===== src/rtl/hazard_mc.sv =====
// Hazard controller for the 5-stage RV32 core: E-stage forwarding, load-use/RAW stalls,
// branch flushes, multi-cycle MUL/DIV hold of E, and a saturating stall-cycle counter.
module hazard_mc #(
    parameter int REG_AW  = 5,
    parameter int MUL_LAT = 3,
    parameter int FWD_EN  = 1,
    parameter int CNT_W   = 16
) (
    input  logic              clk,
    input  logic              reset,
    input  logic              PCSrcE,
    input  logic              MemReadE,
    input  logic              MulE,
    input  logic              RegWriteE,
    input  logic              RegWriteM,
    input  logic              RegWriteW,
    input  logic [REG_AW-1:0] Rs1D,
    input  logic [REG_AW-1:0] Rs2D,
    input  logic [REG_AW-1:0] Rs1E,
    input  logic [REG_AW-1:0] Rs2E,
    input  logic [REG_AW-1:0] RdE,
    input  logic [REG_AW-1:0] RdM,
    input  logic [REG_AW-1:0] RdW,
    input  logic              StallCntClr,
    output logic [1:0]        ForwardAE,
    output logic [1:0]        ForwardBE,
    output logic              StallF,
    output logic              StallD,
    output logic              StallE,
    output logic              FlushD,
    output logic              FlushE,
    output logic              FlushM,
    output logic              MulBusy,
    output logic [CNT_W-1:0]  StallCycles
);

    localparam int CW = ($clog2(MUL_LAT) > 0) ? $clog2(MUL_LAT) : 1;
    localparam logic [CW-1:0] CNT_INIT = (MUL_LAT > 1) ? CW'(MUL_LAT - 2) : '0;

    typedef enum logic {IDLE, BUSY} mcState_t;

    mcState_t          mcState;
    logic [CW-1:0]     mcCnt;
    logic              mcStall;
    logic              lwStall;
    logic              rawStall;
    logic              dStall;

    logic [REG_AW-1:0] rsE [2];
    logic [REG_AW-1:0] rsD [2];
    logic [1:0]        fwdSel [2];
    logic              lwHit [2];
    logic              rawHit [2];

    assign rsE[0] = Rs1E;
    assign rsE[1] = Rs2E;
    assign rsD[0] = Rs1D;
    assign rsD[1] = Rs2D;

    // Per-operand selects and hits; x0 is hardwired zero so it never forwards or hazards.
    for (genvar gi = 0; gi < 2; gi++) begin : g_operand
        assign fwdSel[gi] = (FWD_EN == 0 || rsE[gi] == '0)      ? 2'b00 :
                            (RegWriteM && rsE[gi] == RdM)        ? 2'b10 :
                            (RegWriteW && rsE[gi] == RdW)        ? 2'b01 : 2'b00;
        assign lwHit[gi]  = MemReadE && (RdE != '0) && (rsD[gi] == RdE);
        assign rawHit[gi] = (FWD_EN == 0) && (rsD[gi] != '0) &&
                            ((RegWriteE && rsD[gi] == RdE) || (RegWriteM && rsD[gi] == RdM));
    end

    assign lwStall  = lwHit[0] | lwHit[1];
    assign rawStall = rawHit[0] | rawHit[1];
    assign dStall   = lwStall | rawStall;

    // The op is held for MUL_LAT-1 stall cycles; the cycle leaving BUSY lets it go.
    assign mcStall = (mcState == IDLE) ? (MulE && (MUL_LAT > 1)) : (mcCnt != '0);

    always_ff @(posedge clk or posedge reset) begin
        if (reset) begin
            mcState <= IDLE;
            mcCnt   <= '0;
        end else begin
            case (mcState)
                IDLE: begin
                    if (MulE && (MUL_LAT > 1)) begin
                        mcState <= BUSY;
                        mcCnt   <= CNT_INIT;
                    end
                end
                BUSY: begin
                    if (mcCnt != '0) begin
                        mcCnt <= mcCnt - 1'b1;
                    end else begin
                        mcState <= IDLE;
                    end
                end
                default: mcState <= IDLE;
            endcase
        end
    end

    // mcStall dominates every flush so a held E is never bubbled.
    assign ForwardAE = reset ? 2'b00 : fwdSel[0];
    assign ForwardBE = reset ? 2'b00 : fwdSel[1];
    assign StallE    = ~reset & mcStall;
    assign StallF    = ~reset & (mcStall | dStall);
    assign StallD    = ~reset & (mcStall | dStall);
    assign FlushM    = reset | mcStall;
    assign FlushD    = reset | (PCSrcE & ~mcStall);
    assign FlushE    = reset | ((dStall | PCSrcE) & ~mcStall);
    assign MulBusy   = (mcState == BUSY);

    always_ff @(posedge clk or posedge reset) begin
        if (reset) begin
            StallCycles <= '0;
        end else if (StallCntClr) begin
            StallCycles <= '0;
        end else if (StallF && !(&StallCycles)) begin
            StallCycles <= StallCycles + CNT_W'(1);
        end
    end

endmodule


===== config.mk =====
export PLATFORM = sky130hd
export DESIGN_NAME = hazard_mc
export DESIGN_NICKNAME = d
export VERILOG_FILES = /design/src/rtl/hazard_mc.sv
export SDC_FILE = /design/constraint.sdc
export NUM_CORES = 1
export LEC_CHECK = 0
export BUFFER_PORTS_ARGS = -buffer_cell sky130_fd_sc_hd__buf_2
export CAP_MARGIN = 20
export CELL_PAD_IN_SITES_DETAIL_PLACEMENT = 2
export CELL_PAD_IN_SITES_GLOBAL_PLACEMENT = 2
export CORE_ASPECT_RATIO = 2
export CORE_MARGIN = 4
export CORE_UTILIZATION = 25
export CTS_CLUSTER_DIAMETER = 60
export DETAILED_ROUTE_END_ITERATION = 16
export GPL_TIMING_DRIVEN = 0
export PLACE_DENSITY = 0.79
export SYNTH_ARGS = -nofsm -noshare
export SYNTH_HDL_FRONTEND = slang
export SYNTH_SLANG_ARGS = --single-unit

===== constraint.sdc =====
create_clock -name clk -period 3.1 [get_ports clk]
set_clock_uncertainty 0.15 [all_clocks]
set_input_delay 0.775 -clock clk [delete_from_list [all_inputs] [get_ports clk]]
set_output_delay 0.775 -clock clk [all_outputs]
set_load 0.05 [all_outputs]

==> flow_summary.toml <==
[outcome]
outcome = "finished, final reports clean"

[detailed_routing]
via_count = 1659
first_pass_iters = 4
drc = 0
antenna_left = 0
wl_per_cell_um = 18.8
viasPerCell = 5.35
routed_wirelength_um = 5830
drtIter0Drc = 39

[place]
post-place-ws_ns = -0.295
io_buffers = 68
dpl-instance-area_mm2 = 0.00195
dp_hpwl_um = 4690
gp_congestion = 0.738
placed_cells = 302

[timing]
worst_pin_slew_ns = 0.551
hold_slack_ns = 0.345
fmax_mhz = 326
setup_viol = 0
setup_slack_ns = 0.0329
hold_viol = 0
rsz0062_at_grt = "yes"
max-slew-margin-rel = 0.632
post-route-period-util = 0.989
fin_tns_setup_ns = 0
finalMaxSlewViolations = 0
finalCriticalPeriod_ns = 3.07

[power]
p_leak_uw = 0.000922
peakVddDrop_v = 0.000272
power_density_mw_per_mm2 = 527

[cts]
cts_buffer_depth = 2
clk_pin_slew_ns = 0.06
cts_root_buf = "clkbuf_16"
clk_latency_ns = 0.26
cts_tree = "yes"
cts_inserted_buffers = 3
htreeDepth = 1
clock_sinks = 19

[worst_setup_path]
path_class = "in2out"
timing.rr.end = "StallCycles[6]"
worstReg2RegStart = "StallCycles[0]"
crit_path_start_kind = "primary input"
endpoint_kind = "primary output"
rrSetupSlack_ns = 0.58
critPathMaxFanout = 3
r2r_cells = 8
cp_data_arrival_time_ns = 2.14
crit_required_ns = 2.17

[die]
die_h_um = 117
design.portCount = 71
core_area_mm2 = 0.00576
die_w_um = 62.5
initial_utilization = 0.257
die-area_mm2 = 0.00730
rows = 39

[synthesis]
yosys.area.top_type = "dfrtp_1"
netlist.area_leader.share = 0.321
yosys_warnings = 0
synth_edf_count = 0
synth_area_leaders = "dfrtp_1, xnor2_1, xor2_1"
ys_async_sr_fraction = 1.00
post_synth.cell_area_avg_um2 = 8.57
synth_fp_nets = 219
syn_inst = 173
synth_top_flop_cell = "dfrtp_1"
synth_cell_types = 41
netlist_area_mm2 = 0.00148
ys_ff_latch = 19
ys_seq_area_frac = 0.321

[job]
cap_viol_max_count = 0

[grt]
grt_pass1_vias = 1954
grt_usage = 0.170
grt_pass1_wl_um = 9720
grt.overflow.total = 0
grt_max_degree = 12
antenna_found_initial = 0

[hold_path]
worstHoldStart = "mcCnt[0]"
worstHoldPathCells = 1
holdPathEnd = "mcCnt[0]"
worstHoldPathType = "reg2reg"

[final_layout]
drive_above_1_share = 0.402
final_cell_area_mm2 = 0.00211
antennaDiodeCount = 0
instances_no_fill = 310
syn2layout_area_growth_pct = 42.6
num-nets-final = 296
fillers = 690
## worst max-delay path by stage
stage,start,to,slack [ns],depth (start not counted)
after detailed placement,RdE[1],StallF,-0.30,8
final,RdE[4],StallF,0.03,8
after global routing,RdE[4],StallF,-0.01,8
after CTS,RdE[1],StallF,-0.007,8
after global placement,RdE[1],StallF,-0.29,8
after floorplan,reset,ForwardBE[0],-0.01,4
## layout make-up
type | count | area [um^2] | area share
multi-input combinational | 141 | 1020 | 0.483
timing repair inverter | 1 | 5.00 | 0.00237
buffer | 5 | 27.5 | 0.0130
timing repair buffer | 72 | 399 | 0.189
sequential | 19 | 475 | 0.225
inverter | 7 | 30.0 | 0.0142
tap | 61 | 76.3 | 0.0361
clock buffer | 4 | 78.8 | 0.0373
## power breakdown
group / total (uW) / switching (uW) / internal [uW] / leakage, uW
Combinational: 539 / 365 / 174 / 0.000626
Sequential: 299 / 22.6 / 277 / 0.000258
Clock: 276 / 101 / 175 / 0.0000382
## through the flow
step / util / total power, uW
2_1_floorplan: - / 657
3_3_place_gp: 0.339 / 798
3_5_place_dp: 0.339 / 815
4_1_cts: 0.361 / 1120
5_1_grt: 0.367 / 1180
6_report: 0.367 / 1110
## routing by layer
metal,routed length (um),share of wire,up-vias,GRT usage
met5,0,0,-,0
met4,129,0.022,0,0.0605
met3,237,0.041,9,0.0201
met2,3560,0.61,52,0.376
met1,1910,0.33,826,0.150
li1,-,-,772,-
## cell usage in the layout (no fill, tap or decap), types with 2 or more instances in the layout
cell       count
nor4_1         4
buf_8          2
or2_2          2
o31ai_1        5
buf_6          2
buf_4          4
ha_1           2
clkbuf_1       3
o41ai_1        2
nand3_1        5
clkbuf_16      3
or4b_1         2
and3_1         3
nand4_1        5
a21oi_1       10
o211ai_1       2
inv_1          5
nand2_1       13
nor2b_1        2
o21ai_0        4
xor2_1        11
nor4_2         2
xnor2_1       22
nor3b_2        2
dfrtp_1       19
or4_1          7
a221oi_1       2
buf_2         65
nor2_1        11
or3_1          4
## worst max-delay path, stage by stage
cell	delay, ns
buf_8	0.10
or4_4	0.54
o21ai_4	0.15
inv_2	0.07
a21oi_4	0.18
nor2_4	0.06
buf_6	0.12
buf_8	0.14
## state kept, by name, summed over array words and instances, names as in the netlist
signal,cells
mcCnt,2
StallCycles,16
MulBusy,1
## kinds of logic after synthesis
group                    share of synthesized area
multiplexers                                0.0143
AND/OR/NAND/NOR                              0.276
adder cells (fa/ha/maj)                     0.0169
flip-flops                                   0.321
buffers and inverters                       0.0363
XOR/XNOR                                     0.195
AO/OA/AOI/OAI                                0.141
## synth_stat cells, types with 3 or more instances
master and instances:
xor2_1 11, clkbuf_1 3, nor2_1 12, dfrtp_1 19, nand3_1 5, nand4_1 5, o31ai_1 5, nor2b_1 3
a21oi_1 10, or4_1 8, xnor2_1 22, and3_1 3, o21ai_0 4, nor4_1 6, inv_1 7, nand2_1 14
or3_1 4
## repair_timing
action,in CTS,in global routing
cloned,1,0
resized for setup,7,9
endpoints found under the hold margin,0,0
pin swaps,2,4
hold buffers,0,0
buffers inserted,3,1
endpoints found under the setup margin,6,5
(Power assumes the default switching activity.)
